## src/rtl/hist_mem_arbiter.sv

```systemverilog
// hist_mem_arbiter: shares the single-port 128-bit histogram memory between the
// vector core (write-back/load path) and the host readout port. Round-robin
// arbitration, host burst lock with a beat limit, and core anti-starvation.
module hist_mem_arbiter #(
    parameter int DW        = 128,
    parameter int AW        = 13,
    parameter int MAX_BURST = 8,
    parameter int MAX_WAIT  = 4
) (
    input  logic          clk,
    input  logic          reset,
    input  logic          core_req,
    input  logic          core_we,
    input  logic [AW-1:0] core_addr,
    input  logic [DW-1:0] core_wdata,
    output logic          core_gnt,
    output logic          core_stall,
    output logic          core_rvalid,
    output logic [DW-1:0] core_rdata,
    input  logic          host_req,
    input  logic          host_lock,
    input  logic [AW-1:0] host_addr,
    output logic          host_gnt,
    output logic          host_rvalid,
    output logic [DW-1:0] host_rdata,
    output logic [AW-1:0] mem_addr,
    output logic          mem_we,
    output logic [DW-1:0] mem_wdata,
    input  logic [DW-1:0] mem_rdata
);

    localparam int BW = $clog2(MAX_BURST + 1);
    localparam int WW = $clog2(MAX_WAIT + 1);
    localparam logic [BW-1:0] BURST_LIMIT = BW'(MAX_BURST);
    localparam logic [WW-1:0] WAIT_LIMIT  = WW'(MAX_WAIT);

    typedef enum logic [1:0] {
        S_IDLE       = 2'd0,
        S_CORE       = 2'd1,
        S_HOST_BURST = 2'd2
    } state_t;

    state_t        r_state;
    logic          r_last_host;
    logic [BW-1:0] r_burst_cnt;
    logic [WW-1:0] r_wait_cnt;
    logic [AW-1:0] r_addr_hold;
    logic [DW-1:0] r_wdata_hold;
    logic          r_rd_valid;
    logic          r_rd_host;
    logic [DW-1:0] r_core_rdata;
    logic [DW-1:0] r_host_rdata;

    logic          w_core_gnt;
    logic          w_host_gnt;
    logic          w_burst_full;
    logic          w_burst_exit;

    // Grant decision: a locked host burst keeps the port until lock/request drop,
    // the beat limit is hit, or the core has waited long enough; otherwise
    // round-robin against the last owner. Reset forces every grant low at once.
    always_comb begin
        w_core_gnt   = 1'b0;
        w_host_gnt   = 1'b0;
        w_burst_full = (r_burst_cnt == BURST_LIMIT);
        w_burst_exit = !host_lock || !host_req || w_burst_full || (r_wait_cnt == WAIT_LIMIT);
        if (!reset) begin
            if (r_state == S_HOST_BURST) begin
                if (!w_burst_exit) begin
                    w_host_gnt = 1'b1;
                end else if (core_req) begin
                    w_core_gnt = 1'b1;
                end else if (host_req && !w_burst_full) begin
                    w_host_gnt = 1'b1;
                end
            end else if (core_req && host_req) begin
                w_core_gnt = r_last_host;
                w_host_gnt = !r_last_host;
            end else begin
                w_core_gnt = core_req;
                w_host_gnt = host_req;
            end
        end
    end

    assign core_gnt   = w_core_gnt;
    assign host_gnt   = w_host_gnt;
    assign core_stall = core_req && !w_core_gnt && !reset;

    // The memory port follows the grant; with no grant the address and data hold.
    assign mem_we    = w_core_gnt && core_we;
    assign mem_addr  = w_core_gnt ? core_addr : (w_host_gnt ? host_addr : r_addr_hold);
    assign mem_wdata = w_core_gnt ? core_wdata : r_wdata_hold;

    // Arbitration state, last owner, burst beat count (counts the grant that opened
    // the burst) and the saturating core wait counter.
    always_ff @(posedge clk or posedge reset) begin
        if (reset) begin
            r_state     <= S_IDLE;
            r_last_host <= 1'b1;
            r_burst_cnt <= '0;
            r_wait_cnt  <= '0;
        end else begin
            if (w_core_gnt) begin
                r_wait_cnt <= '0;
            end else if (core_stall && r_wait_cnt != WAIT_LIMIT) begin
                r_wait_cnt <= r_wait_cnt + WW'(1);
            end
            if (w_core_gnt) begin
                r_last_host <= 1'b0;
            end else if (w_host_gnt) begin
                r_last_host <= 1'b1;
            end
            case (r_state)
                S_HOST_BURST: begin
                    if (w_burst_exit) begin
                        r_state     <= S_IDLE;
                        r_burst_cnt <= '0;
                    end else begin
                        r_burst_cnt <= r_burst_cnt + BW'(1);
                    end
                end
                default: begin
                    if (w_host_gnt && host_lock) begin
                        r_state     <= S_HOST_BURST;
                        r_burst_cnt <= BW'(1);
                    end else begin
                        r_state     <= w_core_gnt ? S_CORE : S_IDLE;
                        r_burst_cnt <= '0;
                    end
                end
            endcase
        end
    end

    // Remember the last driven address/data so ungranted cycles hold them.
    always_ff @(posedge clk or posedge reset) begin
        if (reset) begin
            r_addr_hold  <= '0;
            r_wdata_hold <= '0;
        end else if (w_core_gnt) begin
            r_addr_hold  <= core_addr;
            r_wdata_hold <= core_wdata;
        end else if (w_host_gnt) begin
            r_addr_hold  <= host_addr;
        end
    end

    // One-cycle read tag {valid, owner} lining up with the memory read latency.
    always_ff @(posedge clk or posedge reset) begin
        if (reset) begin
            r_rd_valid <= 1'b0;
            r_rd_host  <= 1'b0;
        end else begin
            r_rd_valid <= (w_core_gnt && !core_we) || w_host_gnt;
            r_rd_host  <= w_host_gnt;
        end
    end

    assign core_rvalid = r_rd_valid && !r_rd_host;
    assign host_rvalid = r_rd_valid && r_rd_host;

    // Capture returned data so each requester's rdata holds between returns.
    always_ff @(posedge clk or posedge reset) begin
        if (reset) begin
            r_core_rdata <= '0;
            r_host_rdata <= '0;
        end else begin
            if (core_rvalid) begin
                r_core_rdata <= mem_rdata;
            end
            if (host_rvalid) begin
                r_host_rdata <= mem_rdata;
            end
        end
    end

    assign core_rdata = core_rvalid ? mem_rdata : r_core_rdata;
    assign host_rdata = host_rvalid ? mem_rdata : r_host_rdata;

endmodule

```

## config.mk

```make
export PLATFORM = sky130hd
export DESIGN_NAME = hist_mem_arbiter
export DESIGN_NICKNAME = d
export VERILOG_FILES = /design/src/rtl/hist_mem_arbiter.sv
export SDC_FILE = /design/constraint.sdc
export NUM_CORES = 1
export LEC_CHECK = 0
export CORE_AREA = 2 2 268 270
export CTS_CLUSTER_SIZE = 25
export DETAILED_ROUTE_END_ITERATION = 6
export DIE_AREA = 0 0 270 272
export GPL_TIMING_DRIVEN = 0
export RECOVER_POWER = 50
export REMOVE_ABC_BUFFERS = 1
export SLEW_MARGIN = 20
export SYNTH_ARGS = -nofsm -noshare
export SYNTH_HDL_FRONTEND = slang
export SYNTH_SLANG_ARGS = --single-unit
export TNS_END_PERCENT = 30
```

## constraint.sdc

```tcl
create_clock -name clk -period 39.7 [get_ports clk]
set_input_delay 3.97 -clock clk [delete_from_list [all_inputs] [get_ports clk]]
set_output_delay 3.97 -clock clk [all_outputs]
set_load 0.005 [all_outputs]
```

==> results.toml, run 1 <==
[cts]
h-tree-depth = 2
clkTransAtPathRegs_ns = 0.06
cts_buffer_depth = 3
cts_made_buffers = 48
clk_latency_ns = 0.58
hold_buffers = 0
post_cts.repair.setup_buffers = 0
cts_tree = "done"
cts.sink_count = 409
post_cts_resized = 0
root_buffer = "clkbuf_16"

[hold_path]
hold_class = "flip-flop to flip-flop"

[synth]
synth_ff_type = "dfrtp_1"
syn-cell-area_um2 = 15500
yosysSeqAreaShare_pct = 65.9
ys_ff_latch = 409
synth_edf_count = 0
synthCells = 949
synthArstFlopShare_pct = 100
yosys_warnings = 0
avgSynthCellArea_um2 = 16.4
synth.distinct_cells = 43

[floorplan]
die_w_um = 270
die_height_um = 272
num_rows = 98
die_area_um2 = 73400
coreArea_um2 = 70800
start_util_pct = 22.0
io_pins = 691

[global_route]
grt_first_pass_wirelength_um = 74300
grt_overflow_total = 0
grt.total_usage_pct = 12.9
antenna_found_initial = 9
first_global_vias = 11800
grt_start_max_net_pins = 105

[critical_path]
cp.required_ns = 39.08
end_kind = "asynchronous set/reset pin"
cp_top_family = "buffers and inverters"
worstSetupPathType = "input pin to asynchronous set/reset pin"
crit_top_cell = "clkbuf_1"
cp_max_fo = 104
cp_slowest_stage_delay_ns = 3.96
cp.arrival_ns = 12.96
crit_slowest_cell = "clkbuf_1"
crit_path_cell_trace = "dlygate4sd3_1 > clkinvlp_2 > clkbuf_1 > clkbuf_1"
crit_buf_inv = 4
cp-start-kind = "input pin"

[detailed_routing]
firstDrtPassIters = 4
via_per_inst = 4.05
initialDrtViolationCount = 388
wl_met1_um = 17900
ant_nets = 0
via_count = 10700
top_layer = "met5"
drc = 0
wire_per_inst_um = 18.4
wl_met3_um = 4170
wl_um = 48800
dr_wl_met2_um = 25100

[power]
switching_share_pct = 25.9
pwr-share-comb_pct = 32.9
power.share.sequential_pct = 37.1
clkPwrFrac_pct = 30.0
power.switching_uw = 395
p_int_uw = 1130
powerDensity_nw_per_um2 = 60.2
p_leak_uw = 0.0104
peakVddDrop_mv = 0.0358

[place]
gp_congestion = 0.868
placed_cells = 2557
portBuffers = 690
place_hpwl_um = 36900

[timing]
setup_tns_ns = 0
final.period_utilization_pct = 34.2
hold_slack_ns = 0.478
max_freq_mhz = 73.6
slew_headroom_pct = -266
finalHoldViolCount = 0
worst_pin_slew_ns = 5.49
setup_viol = 0
rsz0062_at_grt = "false"
fin_worst_skew_ns = 0.0192
final_max_slew_viol_count = 396
period_minus_slack_ns = 13.58

[layout]
drive_gt1_share_pct = 21.7
final_cell_mix = "clkdlybuf4s50_1 (567), dfrtp_1 (408), mux2_2 (248)"
final_cells = 2653
fillCellCount = 6761
multiInputGateArea_um2 = 5000
layout_commonest_cell = "clkdlybuf4s50_1"
area_growth_pct = 63.3
seqCellArea_um2 = 10200
nNetsFinal = 1949

[run_status]
status = "finished, violations left"
violations = "max-capacitance violations, max-slew violations"

[flow_run]
maxCapViolCount = 4
power groups by stage:
stage / logic (uW) / registers, uW / clock network, uW
6_report: 502 / 567 / 458
5_1_grt: 537 / 579 / 493
4_1_cts: 525 / 567 / 476
3_5_place_dp: 521 / 574 / 0
3_3_place_gp: 516 / 572 / 0
2_1_floorplan: 191 / 565 / 0
layer usage:
metal / track usage [%] / up-vias
li1: - / 4785
met1: 14.2 / 5383
met2: 23.0 / 488
met3: 4.63 / 76
met4: 4.66 / 2
met5: 0 / -
cell usage after synthesis (all sizes together) (2+ instances only):
| cell type | number | share of area, % |
|---|---|---|
| a31oi | 13 | 0.52 |
| and2 | 4 | 0.18 |
| and2b | 2 | 0.097 |
| buf | 21 | 1.2 |
| clkbuf | 29 | 0.70 |
| dfrtp | 408 | 66 |
| ha | 4 | 0.32 |
| inv | 9 | 0.22 |
| mux2 | 384 | 28 |
| nand2 | 3 | 0.072 |
| nand2b | 3 | 0.14 |
| nand3 | 14 | 0.45 |
| nor2 | 5 | 0.12 |
| nor2b | 2 | 0.081 |
| nor3 | 14 | 0.48 |
| o21ai | 16 | 0.52 |
| xnor2 | 2 | 0.11 |
cell families (layout without fill, tap and decap cells):
kind of cell	after synthesis	in the layout	synth area share (%)
flip-flops	409	409	65.9
AO/OA/AOI/OAI	37	37	1.47
other	0	6	0
multiplexers	385	385	28.1
XOR/XNOR	3	3	0.169
adder cells (fa/ha/maj)	4	4	0.322
buffers and inverters	59	807	2.09
AND/OR/NAND/NOR	52	52	1.90
sequential cells by signal (all words and copies together) (netlist names):
signal	count
r_core_rdata	128
r_host_rdata	128
r_wdata_hold	128
r_addr_hold	13
r_burst_cnt	4
r_wait_cnt	3
r_state	2
r_last_host	1
r_rd_host	1
r_rd_valid	1
stage by stage:
stage	instance area, um2	setup WS, ns	total power (uW)	util [%]
2_1_floorplan	15200	24.35	756	-
3_3_place_gp	23300	19.42	1090	33.0
3_5_place_dp	23800	28.09	1090	33.6
4_1_cts	25500	28.07	1570	36.0
5_1_grt	25400	23.84	1610	35.8
6_report	25400	26.12	1530	35.8
worst paths after layout:
| kind | cells after the start | slack, ns | endpoint | start |
|---|---|---|---|---|
| max | 4 | 26.12 | r_host_rdata[7] | reset |
| min | 1 | 0.48 | r_core_rdata[117] | r_core_rdata[117] |
| max reg2reg | 8 | 36.76 | r_wdata_hold[98] | r_wait_cnt[0] |
| min reg2reg | 1 | 0.48 | r_core_rdata[117] | r_core_rdata[117] |
| max in group clk | 8 | 28.46 | mem_wdata[98] | host_req |
| min in group asynchronous | 2 | 4.07 | r_addr_hold[4] | reset |
cell type report:
class,instances,share of cell area (%)
repair buffers,708,28.5
inverters,9,0.138
clock inverters,24,0.967
diodes,6,0.0592
flip-flops and latches,409,40.4
well taps,950,4.69
clock buffers,66,5.60
multi-input cells,481,19.7
worst reg2reg max path, stage by stage (launching register included):
cell and delay (ns):
dfrtp_1 0.35, inv_1 0.07, ha_1 0.21, and2_4 0.16, or4_1 0.65, nand2b_4 0.37
buf_12 0.26, buf_16 0.27, mux2_1 0.46
Power figures use the tool's default switching activity.
==> inputs of run 2 (changes only) <==
--- a/config.mk
+++ b/config.mk
@@ -5,10 +5,10 @@
 export SDC_FILE = /design/constraint.sdc
 export NUM_CORES = 1
 export LEC_CHECK = 0
-export CORE_AREA = 2 2 268 270
+export CORE_AREA = 2 2 270 272
 export CTS_CLUSTER_SIZE = 25
 export DETAILED_ROUTE_END_ITERATION = 6
-export DIE_AREA = 0 0 270 272
+export DIE_AREA = 0 0 272 274
 export GPL_TIMING_DRIVEN = 0
 export RECOVER_POWER = 50
 export REMOVE_ABC_BUFFERS = 1
==> constraint.sdc (replaced) <==
create_clock -name clk -period 14.15 [get_ports clk]
set_input_delay 1.415 -clock clk [delete_from_list [all_inputs] [get_ports clk]]
set_output_delay 1.415 -clock clk [all_outputs]
set_load 0.005 [all_outputs]
==> run 2 against run 1 <==
  * The flow still finishes with violations (max-capacitance violations, max-slew violations)
  * Register-to-register slack worse by 29 ns
  * Flip-flop and latch count is the same
  * Sequential power grew to 2.8 times the previous value
  * Critical endpoint is now core_rdata[14]
==> results.toml, run 2 (synthesized netlist as in run 1, its figures left out) <==
[cts]
cts.sink_count = 409
clk_latency_ns = 0.56
clkTransAtPathRegs_ns = 0.06
h-tree-depth = 2
cts_made_buffers = 48
cts_buffer_depth = 3
post_cts_resized = 0
cts_tree = "done"
hold_buffers = 0
post_cts.repair.setup_buffers = 0
root_buffer = "clkbuf_16"

[power]
p_int_uw = 3130
switching_share_pct = 25.5
power.switching_uw = 1070
powerDensity_nw_per_um2 = 167
power.share.sequential_pct = 37.9
p_leak_uw = 0.0102
clkPwrFrac_pct = 29.2
peakVddDrop_mv = 0.105
fin_total_pwr_uw = 4200
pwr-share-comb_pct = 32.9

[run_status]
violations = "max-capacitance violations, max-slew violations"
status = "finished, violations left"

[place]
gp_congestion = 0.816
placed_cells = 2565
place_hpwl_um = 36500
portBuffers = 690

[layout]
reg_top3 = "r_core_rdata x128, r_host_rdata x128, r_wdata_hold x128"
layout_commonest_cell = "clkdlybuf4s50_1"
final_cell_mix = "clkdlybuf4s50_1 (672), dfrtp_1 (408), mux2_1 (208)"
nNetsFinal = 1948
drive_gt1_share_pct = 15.5
fillCellCount = 6898
area_growth_pct = 61.5
final_cells = 2644
antenna_cells = 0

[detailed_routing]
ant_nets = 0
wire_per_inst_um = 18.3
via_count = 10700
drc = 0
firstDrtPassIters = 4
wl_um = 48400
initialDrtViolationCount = 368
via_per_inst = 4.03

[critical_path]
cp-start-kind = "flip-flop"
cp_max_fo = 24
r2r_slack_ns = 7.87
crit_top_cell = "clkbuf_1"
crit_slowest_cell = "clkbuf_1"
ff2ff_path_depth = 6
cp.required_ns = 12.73
timing.rr.start = "r_rd_host"
cp_slowest_stage_delay_ns = 1.14
crit-reg2reg-capture = "r_core_rdata[14]"
crit_path_cell_trace = "nor2b_1 > clkbuf_1 > clkbuf_1 > clkbuf_1 > clkbuf_1 > mux2_2 > clkdlybuf4s50_1"
worstSetupPathType = "flip-flop to output port"
cp.arrival_ns = 7.21
end_kind = "output port"

[floorplan]
start_util_pct = 21.6
die_height_um = 274
die_area_um2 = 74500
io_pins = 691
num_rows = 99
die_w_um = 272
coreArea_um2 = 72000

[global_route]
grt_start_max_net_pins = 107
grt.total_usage_pct = 12.5
first_global_vias = 11900
grt_overflow_total = 0
antenna_found_initial = 5
grt_first_pass_wirelength_um = 72600

[hold_path]
hold_class = "flip-flop to flip-flop"
min_from = "r_core_rdata[39]"
holdPathEnd = "r_core_rdata[39]"
hold_depth = 1

[timing]
final.period_utilization_pct = 60.9
fin_worst_skew_ns = 0.0167
period_minus_slack_ns = 8.62
worst_pin_slew_ns = 5.51
max_freq_mhz = 116
slew_headroom_pct = -267
rsz0062_at_grt = "false"
finalHoldViolCount = 0
final_max_slew_viol_count = 355
setup_viol = 0

[flow_run]
maxCapViolCount = 7
[run 2: cell count changes in the layout (fill, tap and decap cells not counted), moves of 6 or more]
cell             before  now
buf_12                6    0
clkbuf_1              8   19
clkdlybuf4s50_1     567  672
clkinv_2             13    6
diode_2               6    0
dlygate4sd3_1       123   18
mux2_1              126  208
mux2_2              248  166
[run 2: critical path: cells and delay by family, from the launching register on]
kind | cells | cell delay, ns
multiplexers | 1 | 0.45
buffers and inverters | 5 | 4.90
AND/OR/NAND/NOR | 1 | 0.86
flip-flops | 1 | 0.37
[run 2: final cells by class]
cell class              count  area, um2  share of cell area, %
clock buffers              67       1390                   5.56
clock inverters            12        166                  0.664
inverters                   9       35.0                  0.140
multi-input cells         481       4970                   19.8
flip-flops and latches    409      10200                   40.8
well taps                 959       1200                   4.78
repair buffers            707       7070                   28.2
[run 2: through the flow]
step	hold slack, ns	setup WS (ns)	TNS (ns)	utilization, %	area (um2)
floorplan	0.477	1.36	0	-	15200
global placement	0.472	-3.69	-1489.29	32.4	23300
detailed placement	0.479	7.54	0	33.0	23800
CTS	0.491	7.53	0	35.2	25300
global route	0.495	4.65	0	34.8	25100
finish	0.480	5.53	0	34.8	25100
[run 2: worst max-delay path by stage]
stage,startpoint,end,slack [ns],cells past startpoint
2_1_floorplan,reset,r_addr_hold[0],1.36,1
3_3_place_gp,reset,r_wdata_hold[26],-3.69,2
3_5_place_dp,host_req,mem_wdata[9],7.54,8
4_1_cts,host_req,mem_wdata[9],7.53,8
5_1_grt,reset,r_wdata_hold[35],4.65,3
6_report,r_rd_host,core_rdata[14],5.53,7
[run 2: routing by layer]
| metal | wire, um | up-vias | track usage [%] |
|---|---|---|---|
| met4 | 1530 | 6 | 4.08 |
| met1 | 17200 | 5324 | 13.2 |
| met3 | 4750 | 83 | 5.12 |
| met2 | 24900 | 479 | 22.7 |
| li1 | - | 4762 | - |
| met5 | 36 | - | 0 |
[run 2: power groups by stage]
| stage | clock network, uW | registers [uW] | logic, uW |
|---|---|---|---|
| global placement | 0 | 1610 | 1450 |
| finish | 1230 | 1590 | 1380 |
| CTS | 1280 | 1590 | 1470 |
| global route | 1330 | 1630 | 1480 |
| floorplan | 0 | 1590 | 536 |
| detailed placement | 0 | 1610 | 1460 |
==> inputs of run 3 (changes only) <==
==> constraint.sdc (replaced) <==
create_clock -name clk -period 8.6 [get_ports clk]
set_input_delay 0.86 -clock clk [delete_from_list [all_inputs] [get_ports clk]]
set_output_delay 0.86 -clock clk [all_outputs]
set_load 0.005 [all_outputs]
==> run 3 against run 2 <==
  * The flow still finishes with violations (max-capacitance violations, max-slew violations)
  * Worst setup slack got worse by 3.2 ns
  * Clock skew hardly changed
  * Critical path depth is the same
  * Routed wire length rose by 0.19%
  * Critical endpoint unchanged
==> results.toml, run 3 (synthesized netlist as in run 1, its figures left out) <==
[cts]
cts_tree = "done"
clk_latency_ns = 0.56
root_buffer = "clkbuf_16"
hold_buffers = 0
cts_buffer_depth = 3
post_cts_resized = 0
post_cts.repair.setup_buffers = 0
clkTransAtPathRegs_ns = 0.06
h-tree-depth = 2
cts_made_buffers = 48
cts.sink_count = 409

[detailed_routing]
via_count = 10600
via_per_inst = 4.02
firstDrtPassIters = 5
drc = 0
wire_per_inst_um = 18.3
wl_um = 48500
initialDrtViolationCount = 357
ant_nets = 0

[power]
peakVddDrop_mv = 0.173
p_leak_uw = 0.0103
powerDensity_nw_per_um2 = 275
fin_total_pwr_uw = 6930

[global_route]
antenna_found_initial = 3
grt.total_usage_pct = 12.5
grt_first_pass_wirelength_um = 72600
grt_start_max_net_pins = 107
first_global_vias = 11900
grt_overflow_total = 0

[flow_run]
maxCapViolCount = 5

[critical_path]
cp-start-kind = "flip-flop"
end_kind = "output port"
cp.arrival_ns = 5.41
cp_max_fo = 24
crit_start = "r_rd_host"
timing.rr.start = "r_rd_host"
cp.required_ns = 7.74
worstSetupPathType = "flip-flop to output port"

[timing]
setup_viol = 0
setup_tns_ns = 0
slew_headroom_pct = -147
finalHoldViolCount = 0
final.period_utilization_pct = 72.9
period_minus_slack_ns = 6.27
worst_pin_slew_ns = 3.71
rsz0062_at_grt = "false"
max_freq_mhz = 160
final_max_slew_viol_count = 209
fin_worst_skew_ns = 0.0170

[floorplan]
num_rows = 99
die_area_um2 = 74500
die_height_um = 274
coreArea_um2 = 72000
die_w_um = 272
io_pins = 691
start_util_pct = 21.6

[layout]
area_growth_pct = 62.0
drive_gt1_share_pct = 17.0
multiInputGateArea_um2 = 4970
final_cell_mix = "clkdlybuf4s50_1 (688), dfrtp_1 (408), mux2_2 (188)"
nNetsFinal = 1948
fillCellCount = 6886
seqCellArea_um2 = 10200
reg_top3 = "r_core_rdata x128, r_host_rdata x128, r_wdata_hold x128"
layout_commonest_cell = "clkdlybuf4s50_1"

[place]
gp_congestion = 0.816
portBuffers = 690
place_hpwl_um = 36500

[hold_path]
hold_class = "flip-flop to flip-flop"
min_from = "r_core_rdata[39]"

[run_status]
violations = "max-capacitance violations, max-slew violations"
status = "finished, violations left"
run 3: final cells by class:
class | count | share of cell area [%]
flip-flops and latches | 409 | 40.7
multi-input cells | 481 | 19.8
inverters | 9 | 0.139
repair buffers | 707 | 28.4
clock buffers | 67 | 5.54
well taps | 959 | 4.77
clock inverters | 12 | 0.661
diodes | 2 | 0.0199
run 3: worst max-delay path: stages, from the launching register on:
cell	delay (ns)
dfrtp_1	0.37
nor2b_1	0.86
clkbuf_1	1.12
clkbuf_1	1.08
buf_12	0.29
buf_12	0.21
mux2_2	0.37
clkdlybuf4s50_1	0.48
run 3: through the flow:
step	hold WS (ns)	cell area, um2	util [%]	std cells	setup slack (ns)
2_1_floorplan	0.477	15200	-	899	-3.64
3_3_place_gp	0.472	23300	32.4	2548	-8.69
3_5_place_dp	0.479	23800	33.0	2565	3.10
4_1_cts	0.491	25300	35.2	2644	3.09
5_1_grt	0.501	25200	35.0	2644	1.87
6_report	0.480	25200	35.0	2646	2.33
run 3: path summary, 6_finish.rpt:
check | endpoint | slack, ns | cells past startpoint
max | core_rdata[14] | 2.33 | 7
min | r_core_rdata[39] | 0.48 | 1
max reg2reg | r_core_rdata[14] | 4.11 | 6
min reg2reg | r_core_rdata[39] | 0.48 | 1
max in group asynchronous | r_core_rdata[71] | 2.92 | 3
min in group asynchronous | r_addr_hold[4] | 1.41 | 2
run 3: metal layers:
layer / routed length [um] / GRT usage, % / vias up
met2: 24900 / 22.7 / 478
met4: 1510 / 4.08 / 6
met5: 36 / 0 / -
met3: 4720 / 5.12 / 81
li1: - / - / 4759
met1: 17300 / 13.2 / 5318
run 3: power by group:
part	switching [uW]	total, uW	internal, uW
combinational	844	2290	1450
sequential	137	2620	2480
clock	784	2020	1240
